<file path="config.mk">
export PLATFORM = sky130hd
export DESIGN_NAME = ps2_device
export DESIGN_NICKNAME = d
export VERILOG_FILES = /design/src/rtl/ps2_device.sv
export SDC_FILE = /design/constraint.sdc
export NUM_CORES = 1
export LEC_CHECK = 0
export ABC_AREA = 1
export ABC_CLOCK_PERIOD_IN_PS = 2150
export CAP_MARGIN = 20
export CORE_ASPECT_RATIO = 1.25
export CORE_MARGIN = 8
export CORE_UTILIZATION = 38
export DETAILED_ROUTE_END_ITERATION = 6
export SETUP_SLACK_MARGIN = 0.4
export SYNTH_ARGS = -nofsm -noshare
export SYNTH_HDL_FRONTEND = slang
export SYNTH_SLANG_ARGS = --single-unit
</file>
<file path="constraint.sdc">
create_clock -name clk -period 2.15 [get_ports clk]
set_clock_uncertainty 0.2 [all_clocks]
set_input_delay 0.43 -clock clk [delete_from_list [all_inputs] [get_ports clk]]
set_output_delay 0.43 -clock clk [all_outputs]
set_load 0.1 [all_outputs]
</file>
<file path="src/rtl/ps2_device.sv">
// PS/2 device-side link: sends host-bound bytes, receives host commands with ACK, and generates the PS/2 clock.
// Latency: line inputs go through a 2-flop synchroniser; a TX frame takes 22*CLK_DIV cycles after acceptance.
// Backpressure: tx_ready stays low while a byte is held (in flight, inhibited, or deferred behind a host RTS).
// Ports: clk/n_rst system clock and async active-low reset; clk_in/data_in sensed line levels;
//        n_clk_out/n_data_out open-drain pull-downs (1 = pull low); tx_data/tx_valid/tx_ready byte-to-host handshake;
//        rx_data last host byte, rx_valid/rx_err one-cycle completion pulses; busy while a frame is active.
module ps2_device #(
  parameter int CLK_DIV = 4
) (
  input  logic       clk,
  input  logic       n_rst,
  input  logic       clk_in,
  input  logic       data_in,
  output logic       n_clk_out,
  output logic       n_data_out,
  input  logic [7:0] tx_data,
  input  logic       tx_valid,
  output logic       tx_ready,
  output logic [7:0] rx_data,
  output logic       rx_valid,
  output logic       rx_err,
  output logic       busy
);

  typedef enum logic [1:0] {IDLE, TX, RX, ACK} state_t;

  localparam logic [7:0] DIV_LAST = 8'(CLK_DIV - 1);
  localparam logic [9:0] HI_NEED  = 10'(2 * CLK_DIV);
  // Our own clock release needs two cycles to reach clk_s; earlier cycles of a high half still see our pull-down.
  localparam logic [7:0] SYNC_LAT = 8'd2;

  state_t      state;
  logic        clk_meta, clk_s, dat_meta, dat_s;
  logic        rts_seen;
  logic [7:0]  div_cnt;
  logic        phase_lo;   // 0: high half-period (clock released), 1: low half-period
  logic [3:0]  bit_cnt;
  logic [9:0]  shreg;      // TX: remaining frame bits; RX: bits shifted in from the top
  logic [7:0]  tx_byte;
  logic        pend;       // a byte is held for transmission
  logic        retry;      // held byte was inhibited; wait for a quiet clock before resending
  logic [9:0]  hi_cnt;     // consecutive cycles of high clk_s, saturating at HI_NEED

  logic        accept, rts_now, hi_ok, half_end;
  logic [7:0]  tx_src;
  logic [10:0] tx_frame;

  assign accept   = tx_valid & tx_ready;
  assign rts_now  = rts_seen & clk_s & ~dat_s;
  assign hi_ok    = (hi_cnt >= HI_NEED);
  assign half_end = (div_cnt == DIV_LAST);
  assign tx_src   = pend ? tx_byte : tx_data;
  assign tx_frame = {1'b1, ~^tx_src, tx_src, 1'b0};   // stop, odd parity, data LSB first, start
  assign busy     = (state != IDLE);
  assign tx_ready = ~pend;

  always_ff @(posedge clk or negedge n_rst) begin
    if (!n_rst) begin
      state      <= IDLE;
      clk_meta   <= 1'b0;
      clk_s      <= 1'b0;
      dat_meta   <= 1'b0;
      dat_s      <= 1'b0;
      rts_seen   <= 1'b0;
      div_cnt    <= 8'd0;
      phase_lo   <= 1'b0;
      bit_cnt    <= 4'd0;
      shreg      <= 10'd0;
      tx_byte    <= 8'd0;
      pend       <= 1'b0;
      retry      <= 1'b0;
      hi_cnt     <= 10'd0;
      n_clk_out  <= 1'b0;
      n_data_out <= 1'b0;
      rx_data    <= 8'd0;
      rx_valid   <= 1'b0;
      rx_err     <= 1'b0;
    end else begin
      clk_meta <= clk_in;
      clk_s    <= clk_meta;
      dat_meta <= data_in;
      dat_s    <= dat_meta;
      rts_seen <= clk_s & ~dat_s;
      hi_cnt   <= clk_s ? (hi_ok ? hi_cnt : hi_cnt + 10'd1) : 10'd0;
      rx_valid <= 1'b0;
      rx_err   <= 1'b0;

      if (accept) begin
        pend    <= 1'b1;
        tx_byte <= tx_data;
      end

      case (state)
        IDLE: begin
          div_cnt  <= 8'd0;
          phase_lo <= 1'b0;
          bit_cnt  <= 4'd0;
          if (rts_now) begin
            // Host RTS beats any byte waiting to go out; that byte stays pending.
            state      <= RX;
            n_clk_out  <= 1'b0;
            n_data_out <= 1'b0;
          end else if (accept || (pend && (!retry || hi_ok))) begin
            state      <= TX;
            retry      <= 1'b0;
            n_clk_out  <= 1'b0;
            n_data_out <= ~tx_frame[0];
            shreg      <= tx_frame[10:1];
          end
        end

        TX: begin
          if (!phase_lo && bit_cnt != 4'd10 && div_cnt >= SYNC_LAT && !clk_s) begin
            // Host inhibit: drop the frame, keep the byte, resend from the start bit later.
            state      <= IDLE;
            retry      <= 1'b1;
            n_clk_out  <= 1'b0;
            n_data_out <= 1'b0;
          end else if (half_end) begin
            div_cnt <= 8'd0;
            if (!phase_lo) begin
              phase_lo  <= 1'b1;
              n_clk_out <= 1'b1;
            end else if (bit_cnt == 4'd10) begin
              state      <= IDLE;
              pend       <= 1'b0;
              n_clk_out  <= 1'b0;
              n_data_out <= 1'b0;
            end else begin
              phase_lo   <= 1'b0;
              n_clk_out  <= 1'b0;
              bit_cnt    <= bit_cnt + 4'd1;
              n_data_out <= ~shreg[0];
              shreg      <= {1'b0, shreg[9:1]};
            end
          end else begin
            div_cnt <= div_cnt + 8'd1;
          end
        end

        RX: begin
          if (half_end) begin
            div_cnt <= 8'd0;
            if (!phase_lo) begin
              phase_lo  <= 1'b1;
              n_clk_out <= 1'b1;
              shreg     <= {dat_s, shreg[9:1]};   // sample at the last cycle of the high half
            end else if (bit_cnt == 4'd9) begin
              phase_lo <= 1'b0;
              if (shreg[9]) begin
                state      <= ACK;
                n_clk_out  <= 1'b0;
                n_data_out <= 1'b1;
              end else begin
                // Bad stop bit: no ACK pulse, report the error immediately.
                state     <= IDLE;
                n_clk_out <= 1'b0;
                rx_data   <= shreg[7:0];
                rx_err    <= 1'b1;
              end
            end else begin
              phase_lo  <= 1'b0;
              n_clk_out <= 1'b0;
              bit_cnt   <= bit_cnt + 4'd1;
            end
          end else begin
            div_cnt <= div_cnt + 8'd1;
          end
        end

        ACK: begin
          if (half_end) begin
            div_cnt <= 8'd0;
            if (!phase_lo) begin
              phase_lo  <= 1'b1;
              n_clk_out <= 1'b1;
            end else begin
              state      <= IDLE;
              phase_lo   <= 1'b0;
              n_clk_out  <= 1'b0;
              n_data_out <= 1'b0;
              rx_data    <= shreg[7:0];
              if (^shreg[8:0]) rx_valid <= 1'b1;
              else             rx_err   <= 1'b1;
            end
          end else begin
            div_cnt <= div_cnt + 8'd1;
          end
        end

        default: state <= IDLE;
      endcase
    end
  end

endmodule
</file>
---- Word level (Yosys, flattened, before mapping) ----
Cells that the tools add are included.
storage, ports and cells
  register bits ........................... 62
  input port bits ......................... 13
  output and inout bits ................... 14
  word-level logic and storage cells ...... 173
operators by class
  add/sub/neg operators ................... 3
  order comparisons ....................... 2
  equal/unequal tests ..................... 29
  mux-type cells .......................... 89
  bitwise operators ....................... 7
  reduce and logical (&&, ||, !) cells .... 24
operator list
  kind                     number
  $mux W10                 10
  $mux W8                  9
  $mux W1                  41
  $ne A2 B2 Y1 const B     17
  $pmux W10 S3             1
  $mux W4                  7
  $reduce_and A9 Y1        3
  $mux W2                  12
  $pmux W8 S3              1
  $pmux W8 S2              1
  $ne A3 B3 Y1 const B     4
  $pmux W4 S3              1
  $add A10 B1 Y10 const B  1
  $ge A10 B4 Y1 const B    1
  $reduce_xor A9 Y1        1
  $add A8 B1 Y8 const B    1
  $eq A4 B4 Y1 const B     2
  $eq A8 B2 Y1 const B     1
  $ge A8 B2 Y1 const B     1
  $pmux W2 S4              1
  $reduce_and A8 Y1        1
  $reduce_xnor A8 Y1       1
  $reduce_and A7 Y1        1
  $pmux W1 S3              2
  18 further kinds         33

---- Longest topological paths before layout ----
Gate-level depths: netlist (run 1).
  word-level depth ........................ 8
  gate-level depth with buffers ........... 14
  gate-level depth less buffers ........... 13

---- Worst setup path after synthesis (run 1) ----
Ideal clock, no wire load.
  path type ............................... register to register
  start ................................... reg state[0]
  end ..................................... reg state[0]
  setup time .............................. 127 ps
  arrival ................................. 1900 ps
  data required time ...................... 1823 ps
  setup slack ............................. -78 ps
  stages on the path, launching flop included .. 9
  buffers on the path ..................... 0
  period minus slack after synthesis ...... 2228 ps
  path through ............................ dfrtp_1 -> inv_1 -> ha_1 -> inv_1 -> a21oi_1 -> nand2_1 -> nand3_1 -> nor2_1 -> o21ai_0
on the way
  cells in the longest elaborated chain, start to end .. 3
  elaborated cells on any way between the ends .. 15
  classes of those cells .................. 12 x eq/ne; 1 x mux; 2 x reduce/logical
ends and longest elaborated chain
  element                                                 line  source
  start, declared                                         32    state_t state;
  start signal, assigned                                  59    state <= IDLE;
  start signal, assigned                                  100   state <= RX;
  start signal, assigned                                  104   state <= TX;
  $eq A2 B1 Y1, or another cell as far along              93    case (state)
  $ne A3 B3 Y1 (no line) or $ne A2 B2 Y1 (tied branches)  -
  $reduce_and A9 Y1 (no line)                             -
Parallel ways exist; a longest one is shown, timed or not.
A chain may end at the register's enable or synchronous reset.

---- Worst setup path in the final report (run 1) ----
  start ................................... reg div_cnt[1]
  end ..................................... reg shreg[4]
on the way
  cells in the longest elaborated chain, start to end .. 5
  elaborated cells on any way between the ends .. 8
  classes of those cells .................. 1 x order compare; 4 x eq/ne; 3 x reduce/logical
ends and longest elaborated chain
  element                            line  source
  start, declared                    35    logic [7:0] div_cnt;
  start signal, assigned             137   div_cnt <= div_cnt + 8'd1;
  start signal, assigned             167   div_cnt <= div_cnt + 8'd1;
  start signal, assigned             187   div_cnt <= div_cnt + 8'd1;
  $ge A8 B2 Y1                       113   if (!phase_lo && bit_cnt != 4'd10 && div_cnt >= SYNC_LAT && !clk_s) begin
  $logic_and A1 B1 Y1 (2 in series)  113
  $ne A2 B2 Y1 (no line)             -
  $reduce_and A9 Y1 (no line) *      -
  end signal, assigned               108   shreg <= tx_frame[10:1];
  end signal, assigned               134   shreg <= {1'b0, shreg[9:1]};
  end signal, assigned               147   shreg <= {dat_s, shreg[9:1]};
  end, declared                      38    logic [9:0] shreg;
Mark *: on every way between the ends. The rest lies on a longest branch, timed or not.

==> results of run 1 <==
## repair_timing
item | CTS | global route
setup endpoints to repair | 32 | 40
pin swaps | 6 | 32
hold buffers | 1 | 0
resized for setup | 12 | 73
setup buffers | 17 | 20
gates cloned | 3 | 1
endpoints found under the hold margin | 16 | 0
## through the flow
stage	instances	setup WS [ns]
floorplan	481	0.125
global placement	625	0.0989
detailed placement	625	0.0629
CTS	662	0.204
global route	683	0.0299
finish	683	0.176
## path summary, 6_finish.rpt
kind	end	slack, ns	depth (start not counted)
worst min register to register	clk_s$_DFF_PN0_	0.15	0
worst max register to register	shreg[4]$_DFFE_PN0P_	0.18	12
max in group asynchronous	div_cnt[1]$_DFFE_PN0P_	0.77	3
min in group asynchronous	clk_s$_DFF_PN0_	0.36	2
worst min-delay path	clk_s$_DFF_PN0_	0.15	0
worst max-delay path	shreg[4]$_DFFE_PN0P_	0.18	12
## critical path, stage by stage (launching register included)
cell,delay (ns)
dfrtp_2,0.44
ha_4,0.17
inv_2,0.06
nand2_2,0.05
nor2_1,0.08
nand2_1,0.08
nand3_2,0.09
nand2_2,0.09
nor2_4,0.15
nand2_4,0.13
nor2_4,0.20
nand2_1,0.08
o21ai_1,0.07
## cell families (layout without fill, tap and decap cells)
logic type | Yosys count | in the layout
AND/OR/NAND/NOR | 235 | 239
buffers and inverters | 90 | 165
AO/OA/AOI/OAI | 73 | 73
flip-flops | 62 | 62
adder cells (fa/ha/maj) | 12 | 12
XOR/XNOR | 9 | 9
## cell usage after synthesis
cell      number
a21oi_1       13
a31oi_1        1
buf_2          5
buf_4          3
buf_8          1
clkbuf_1       4
dfrtp_1       62
ha_1          12
inv_1         73
inv_2          4
nand2_1      149
nand2_2        4
nand2_4        1
nand3_1       31
nand3_2        2
nand3_4        1
nand3b_1       1
nand4_1        2
nor2_1        29
nor2_4         3
nor2_8         1
nor3_1         4
nor4_1         2
o21a_1         2
o21ai_0       47
o21ai_1        3
o21ai_2        1
o22ai_1        2
o31ai_1        4
or2_2          5
xnor2_1        4
xor2_1         5
## area by class of cell
cell class | instances | area share
Multi-Input combinational cell | 333 | 0.396
Sequential cell | 62 | 0.311
Timing Repair Buffer | 72 | 0.142
Inverter | 77 | 0.0608
Clock buffer | 9 | 0.0450
Tap cell | 123 | 0.0308
Clock inverter | 7 | 0.0148
## sequential cells by signal, summed over array words and instances, names as in the netlist, 2 cells and up
signal / flops
bit_cnt: 4
div_cnt: 8
hi_cnt: 10
rx_data: 8
shreg: 10
state: 2
tx_byte: 8
## routing by layer
layer  track usage  up-vias  routed length [µm]
met5             0        -                   0
met4        0.0685        0                 303
met3        0.0447       25                 433
met2         0.230      109                4580
met1         0.165     1565                3860
li1              -     1663                   -
## power by group through the flow
stage,Sequential (W),Clock (W),Combinational (W)
finish,0.00163,0.00145,0.00377
CTS,0.00160,0.00148,0.00326
detailed placement,0.00163,0,0.00290
global route,0.00165,0.00155,0.00407
floorplan,0.00206,0,0.00180
global placement,0.00162,0,0.00285
==> key figures, run 1 <==
Layout
  – Final core utilization: 0.548
  – Most common cell after layout, fill and taps aside: nand2_1
  – Multi-input logic area: slightly below 2000 µm²
  – Register Area: 1560 µm²
  – Share of post-route cells with drive strength above 1: 0.296
  – Most frequent cells in the layout: nand2_1 (130), inv_1 (62), dfrtp_1 (59)
  – Nets: 580
  – N_diodes: 0
  – Final-layout fill cell count: approximately 860
  – Final instance area: approximately 5000 µm²
  – P&R area growth vs syn: 40.1%

Power and ir drop
  – Pint: 0.00372 W
  – Clock power share: 0.212
  – PnR Total Power: 0.00685 W
  – Worst vdd ir: 0.000531 V
  – Combinational power share: 0.551
  – Sequential Power Share: 0.238
  – Leakage: 2.46 nW
  – Sw power: 0.00314 W
  – Power Dens Cells: 1370 nW/µm²
  – Switching Share: 0.458

Drt
  – Drt first pass iters: 5
  – Final ANT Viol Nets: 0
  – Routed length per instance: 13.4 µm
  – DR iter-0 viols: 169
  – Via count: 3362
  – Detailed Route WL: 9.18 mm
  – Post-DR vias/cell: roughly 4.9
  – DRC Markers: 0

Floorplan
  – Core ar.: 9130 µm²
  – Chip height: 124 µm
  – Die Wd: 103 µm
  – Starting Density: 0.391
  – Row count: 39
  – # IOs: 27
  – Die footprint: 12800 µm²

Synth
  – Unique masters post-synth: 32
  – Synth warn: 0
  – Xor and xnor area share after synthesis: 0.0221
  – Share of Yosys cell area claimed by the top area cell type: 0.435
  – Syn Area/Cell: 7.42 µm²
  – #FFs+latches synth: 62
  – Synth Instances: 481
  – Compound-Gate Fraction of Synth Area: 0.109
  – Post-Synth Adder-Cell Area: 0.0421
  – Largest family of logic cells by synthesized area: simple AND/OR/NAND/NOR gates
  – Mapped Area: roughly 3600 µm²
  – Seq/Total Area, Yosys: 0.435
  – Synth top area cells: dfrtp_1 (43%), nand2_1 (16%), inv_1 (7.7%)
  – Net count after synthesis: about 510
  – Simple-gate share of the synthesized area: 0.290
  – Synth area leader: dfrtp_1
  – Mux cell area share after synthesis: 0

Run status
  – Outcome: completed

Worst setup path
  – Critical Path Start: div_cnt[1]$_DFFE_PN0P_
  – Worst setup EP type: register
  – Crit start category: register
  – Crit Path Max Fanout: 5
  – Setup Crit Path Kind: reg -> reg
  – Required time of the worst setup path: about 2.2 ns
  – FF-to-FF Start: div_cnt[1]$_DFFE_PN0P_
  – CP arrival: about 2.0 ns

STA
  – Fin. Hold Viols: 0
  – Slew HR: 0.708
  – Worst slew pin tran: 0.438 ns
  – Setup Viol. Count Final: 0
  – Final min period: 1.97 ns
  – Slew Viols, Final: 0
  – Setup TNS: 0 ns
  – RSZ-0062 raised after global routing: yes
  – Hold_ws: 0.148 ns
  – Fmax: 507 MHz
  – Final worst-path cycle share: 0.918

Global route
  – Number of global-route vias before repair: ~3100
  – First-pass GRT wire length: 14.4 mm
  – Initial antenna violation count: 0
  – Largest net degree at the start of global routing: 47
  – Total track usage: 0.143
  – GRT overflow: 0

Place
  – I/O Buffers: 26
  – Routability Congestion: 0.898
  – Final HPWL from detailed placement: 5.86 mm
  – Placed Area: 4110 µm²

Clocking
  – CTS tree: done
  – Sink count of the clock tree: 62
  – CTS Buf Count: 9
  – Skew-Pair Late Insertion Delay: 0.34 ns
  – Clock Tree Buf Depth: 2
  – CTS clk-pin slew, worst paths: approximately 0.060 ns
  – H-Tree Depth: 3
  – Root buf cell: clkbuf_16

Flow run
  – Max-cap viol count: 0

Worst hold path
  – Worst Hold Launch: clk_meta$_DFF_PN0_
  – Hold Crit Class: reg -> reg
No activity file was read; power rests on OpenSTA's default activity.
==> run 2, diff against run 1 <==
--- a/config.mk
+++ b/config.mk
@@ -7,7 +7,7 @@
 export LEC_CHECK = 0
 export ABC_AREA = 1
 export ABC_CLOCK_PERIOD_IN_PS = 2150
-export CAP_MARGIN = 20
+export CAP_MARGIN = 10
 export CORE_ASPECT_RATIO = 1.25
 export CORE_MARGIN = 8
 export CORE_UTILIZATION = 38
==> constraint.sdc (replaced) <==
create_clock -name clk -period 2.15 [get_ports clk]
set_clock_uncertainty 0.2 [all_clocks]
set_input_delay 0.43 -clock clk [delete_from_list [all_inputs] [get_ports clk]]
set_output_delay 0.43 -clock clk [all_outputs]
set_load 0.05 [all_outputs]
==> key figures, run 2 (synthesis gave the netlist of run 1 again) <==
Run status
  – Outcome: completed

STA
  – Fin. Hold Viols: 0
  – Final worst-path cycle share: 0.910
  – RSZ-0062 raised after global routing: yes
  – Setup TNS: 0 ns
  – Setup Viol. Count Final: 0
  – Final min period: 1.96 ns
  – Hold_ws: 0.148 ns
  – Fmax: approximately 500 MHz
  – Slew Viols, Final: 0
  – Worst slew pin tran: 0.460 ns
  – Slew HR: 0.692

Clocking
  – Skew-Pair Late Insertion Delay: 0.34 ns
  – CTS Buf Count: 9
  – H-Tree Depth: 3
  – CTS clk-pin slew, worst paths: 0.06 ns
  – Clock Tree Buf Depth: 2
  – CTS tree: done
  – Root buf cell: clkbuf_16
  – Sink count of the clock tree: 62

Place
  – Routability Congestion: 0.858
  – Placed insts: 621
  – I/O Buffers: 26
  – Final HPWL from detailed placement: 5.67 mm

Drt
  – Post-DR vias/cell: 4.87
  – Via count: approximately 3300
  – Final ANT Viol Nets: 0
  – Routed length per instance: roughly 14 µm
  – Drt first pass iters: 4
  – Detailed Route WL: 9.43 mm
  – DR iter-0 viols: around 200
  – DRC Markers: 0

Worst hold path
  – Hold Crit Class: reg -> reg
  – Hold Crit Depth: 0
  – Hold path endpoint: clk_s$_DFF_PN0_
  – Worst Hold Launch: clk_meta$_DFF_PN0_

Global route
  – Total track usage: 0.150
  – First-pass GRT wire length: about 15 mm
  – Number of global-route vias before repair: 3217
  – Largest net degree at the start of global routing: 63
  – Initial antenna violation count: 0
  – GRT overflow: 0

Worst setup path
  – FF-to-FF Start: div_cnt[1]$_DFFE_PN0P_
  – R2R depth: 12
  – Worst setup EP type: register
  – Max incr delay on CP: approximately 0.45 ns
  – Kind of cell adding the most delay to the critical path: simple AND/OR/NAND/NOR gates
  – Crit Path Max Fanout: 5
  – Setup Crit Path Kind: reg -> reg
  – Critical Path Start: div_cnt[1]$_DFFE_PN0P_
  – Required time of the worst setup path: 2.22 ns
  – CP arrival: ~2.0 ns
  – Worst Path Buf+Inv: 1
  – CP max stage cell: dfrtp_2
  – CP Cell Sequence: ha_4 -> inv_2 -> nand2_2 -> nor2_1 -> nand2_1 -> nand3_4 -> nand2_2 -> nor2_4 -> nand2_4 -> nor2_4 -> nand2_1 -> o21ai_1
  – R2r endpoint: shreg[2]$_DFFE_PN0P_
  – Crit start category: register
  – R2R Setup Slk: 0.19 ns

Power and ir drop
  – Worst vdd ir: 0.000588 V
  – Power Dens Cells: 1330 nW/µm²
  – Leakage: 2.45 nW

Layout
  – Most common cell after layout, fill and taps aside: nand2_1
  – Most frequent cells in the layout: nand2_1 (134), inv_1 (59), dfrtp_1 (59)
  – Nets: 579
  – Largest registers: hi_cnt: 10 flops, shreg: 10 flops
  – Multi-input logic area: 2050 µm²
  – P&R area growth vs syn: 41.4%
  – N_diodes: 0
  – Register Area: 1560 µm²
  – Final-layout fill cell count: 819
  – Share of post-route cells with drive strength above 1: 0.306
  – Fin cells: 682

Floorplan
  – Core ar.: 9130 µm²
  – Die Wd: 103 µm
  – Row count: 39
  – Chip height: roughly 120 µm
  – Die footprint: 12800 µm²
  – # IOs: 27
  – Starting Density: 0.391

Flow run
  – Max-cap viol count: 0
-- run 2: worst max-delay path by stage --
stage / to / cells after the start
floorplan: shreg[0]$_DFFE_PN0P_ / 12
global placement: shreg[8]$_DFFE_PN0P_ / 8
detailed placement: shreg[7]$_DFFE_PN0P_ / 8
CTS: busy / 4
global route: shreg[2]$_DFFE_PN0P_ / 13
finish: shreg[2]$_DFFE_PN0P_ / 12
-- run 2: timing repair --
action / 4_1_cts / 5_1_grt
endpoints found under the hold margin: 62 / 0
pin swaps: 18 / 21
endpoints found under the setup margin: 34 / 39
setup buffers: 27 / 13
hold buffers: 1 / 0
resized for setup: 43 / 72
cloned: 4 / 0
-- run 2: worst register-to-register path, stage by stage (launching register included) --
cell and delay, ns:
dfrtp_2 0.45, ha_4 0.17, inv_2 0.05, nand2_2 0.04
nor2_1 0.08, nand2_1 0.12, nand3_4 0.10, nand2_2 0.07
nor2_4 0.15, nand2_4 0.14, nor2_4 0.17, nand2_1 0.08
o21ai_1 0.07
-- run 2: where the power goes --
| group | internal [W] | leakage [nW] | switching [W] |
|---|---|---|---|
| Clock | 0.000934 | 0.141 | 0.000571 |
| Sequential | 0.00141 | 0.782 | 0.000199 |
| Combinational | 0.00148 | 1.53 | 0.00212 |
| Total | 0.00382 | 2.45 | 0.00289 |
-- run 2: cell type report --
cell class | count | share of cell area
clock buffers | 10 | 0.0473
clock inverters | 6 | 0.0139
well taps | 123 | 0.0305
flip-flops and latches | 62 | 0.308
repair buffers | 71 | 0.133
multi-input cells | 333 | 0.406
inverters | 77 | 0.0607
-- run 2: metal layers --
metal,GRT usage,part of all wire
met5,0,0
met4,0.0572,0.017
met3,0.0403,0.039
met2,0.255,0.52
met1,0.173,0.43
-- run 2: through the flow --
stage	setup WS (ns)	instance area, µm²	power [W]	util
5_1_grt	0.0866	5050	0.00712	0.553
3_5_place_dp	0.0632	4030	0.00408	0.441
6_report	0.194	5050	0.00671	0.553
4_1_cts	0.247	4730	0.00619	0.518
3_3_place_gp	0.0913	4030	0.00404	0.441
2_1_floorplan	0.325	3690	0.00355	-
==> run 3, diff against run 2 <==
--- a/config.mk
+++ b/config.mk
@@ -8,10 +8,13 @@
 export ABC_AREA = 1
 export ABC_CLOCK_PERIOD_IN_PS = 2150
 export CAP_MARGIN = 10
+export CELL_PAD_IN_SITES_DETAIL_PLACEMENT = 0
+export CELL_PAD_IN_SITES_GLOBAL_PLACEMENT = 1
 export CORE_ASPECT_RATIO = 1.25
 export CORE_MARGIN = 8
 export CORE_UTILIZATION = 38
 export DETAILED_ROUTE_END_ITERATION = 6
+export PLACE_DENSITY_LB_ADDON = 0.1
 export SETUP_SLACK_MARGIN = 0.4
 export SYNTH_ARGS = -nofsm -noshare
 export SYNTH_HDL_FRONTEND = slang
==> key figures, run 3 (synthesis gave the netlist of run 1 again) <==
Worst setup path
  – Required time of the worst setup path: around 1.5 ns
  – Crit start category: register
  – Setup Crit Path Kind: reg -> out
  – Worst setup EP type: output port
  – CP arrival: 1.30 ns
  – Crit Path Max Fanout: 4

Clocking
  – CTS Buf Count: 9
  – Clock Tree Buf Depth: 2
  – CTS tree: done
  – CTS clk-pin slew, worst paths: 0.06 ns
  – Root buf cell: clkbuf_16
  – Skew-Pair Late Insertion Delay: 0.33 ns
  – H-Tree Depth: 3
  – Sink count of the clock tree: 62

Drt
  – Final ANT Viol Nets: 0
  – DRC Markers: 0
  – Via count: 3226
  – DR iter-0 viols: 83
  – Post-DR vias/cell: 4.77
  – Drt first pass iters: 4
  – Routed length per instance: 13.6 µm
  – Detailed Route WL: between 9 and 10 mm

Place
  – Routability Congestion: approximately 0.85
  – I/O Buffers: 26
  – Final HPWL from detailed placement: between 6 and 7 mm

Layout
  – Final-layout fill cell count: 867
  – Final core utilization: 0.542
  – Most common cell after layout, fill and taps aside: nand2_1
  – Share of post-route cells with drive strength above 1: 0.282
  – P&R area growth vs syn: 38.6%
  – Nets: 574
  – Largest registers: hi_cnt: 10 flops, shreg: 10 flops
  – N_diodes: 0
  – Most frequent cells in the layout: nand2_1 (136), dfrtp_1 (60), inv_1 (59)

Power and ir drop
  – PnR Total Power: 0.00641 W
  – Worst vdd ir: 0.000584 V
  – Power Dens Cells: 1300 nW/µm²
  – Leakage: between 2 and 2.5 nW

STA
  – Final worst-path cycle share: 0.898
  – Final min period: just under 2 ns
  – Fmax: ~520 MHz
  – Slew Viols, Final: 0
  – Worst slew pin tran: 0.354 ns
  – Fin. Hold Viols: 0
  – RSZ-0062 raised after global routing: yes
  – Slew HR: 0.764
  – Setup Viol. Count Final: 0
  – Setup TNS: 0 ns

Global route
  – Largest net degree at the start of global routing: 63
  – Initial antenna violation count: 0
  – GRT overflow: 0
  – Total track usage: 0.157
  – Number of global-route vias before repair: 3341
  – First-pass GRT wire length: approximately 16 mm

Floorplan
  – # IOs: 27
  – Core ar.: 9130 µm²
  – Chip height: roughly 120 µm
  – Row count: 39
  – Starting Density: 0.391
  – Die footprint: 12800 µm²
  – Die Wd: 103 µm

Worst hold path
  – Hold Crit Class: reg -> reg

Flow run
  – Max-cap viol count: 0

Run status
  – Outcome: completed
run 3: changes by cell type in the layout (fill, tap and decap cells not counted), moves of 2 or more:
cell	delta
nand2_2	-5
nand2_1	+2
buf_12	-2
nand3_1	+2
nand2_4	+4
o21ai_0	+6
buf_6	-7
clkdlybuf4s15_2	+2
o21ai_2	-6
run 3: metal layers:
| layer | vias up | wire (µm) | global-route usage |
|---|---|---|---|
| met2 | 45 | 4700 | 0.257 |
| li1 | 1651 | - | - |
| met1 | 1509 | 3960 | 0.188 |
| met4 | 0 | 309 | 0.0919 |
| met5 | - | 0 | 0 |
| met3 | 21 | 229 | 0.0240 |
run 3: worst max-delay path, stage by stage (launching register included):
cell and delay (ns):
dfrtp_1 0.40, inv_2 0.12, ha_4 0.17, clkinvlp_4 0.12
buf_12 0.16
run 3: path summary, 6_finish.rpt:
| kind | cells after the start | to | startpoint | slack (ns) |
|---|---|---|---|---|
| max in group asynchronous | 3 | pend$_DFF_PN0_ | n_rst | 0.99 |
| hold / removal | 0 | clk_s$_DFF_PN0_ | clk_meta$_DFF_PN0_ | 0.15 |
| min in group asynchronous | 3 | hi_cnt[7]$_DFFE_PN0P_ | n_rst | 0.46 |
| setup reg to reg | 12 | shreg[9]$_DFFE_PN0P_ | div_cnt[1]$_DFFE_PN0P_ | 0.29 |
| hold reg to reg | 0 | clk_s$_DFF_PN0_ | clk_meta$_DFF_PN0_ | 0.15 |
| setup / recovery | 4 | busy | state[1]$_DFFE_PN0P_ | 0.22 |
run 3: timing repair:
item | CTS | global route
setup buffers | 20 | 11
resized for setup | 38 | 60
pin swaps | 16 | 18
endpoints found under the setup margin | 37 | 47
endpoints found under the hold margin | 62 | 0
hold buffers | 1 | 0
gates cloned | 5 | 0
run 3: final cells by class:
cell class	instances	area, µm²	share of cell area
multi-input cells	333	2010	0.407
flip-flops and latches	62	1550	0.314
repair buffers	65	592	0.120
inverters	77	304	0.0615
clock buffers	9	225	0.0455
well taps	123	154	0.0311
clock inverters	7	97.6	0.0197
repair inverters	1	7.51	0.00152
run 3: stage by stage:
step | cell area (µm²) | hold WS (ns) | instances | setup slack, ns
after floorplan | 3690 | -0.0656 | 481 | 0.325
after global placement | 4050 | 0.138 | 624 | 0.0841
after detailed placement | 4050 | 0.139 | 624 | 0.0315
after CTS | 4680 | 0.152 | 666 | 0.230
after global routing | 4950 | 0.153 | 677 | 0.134
final | 4950 | 0.148 | 677 | 0.219
run 3: report_power, final:
part,internal [W],switching (W)
logic,0.00125,0.00199
clock network,0.00102,0.000557
registers,0.00141,0.000195
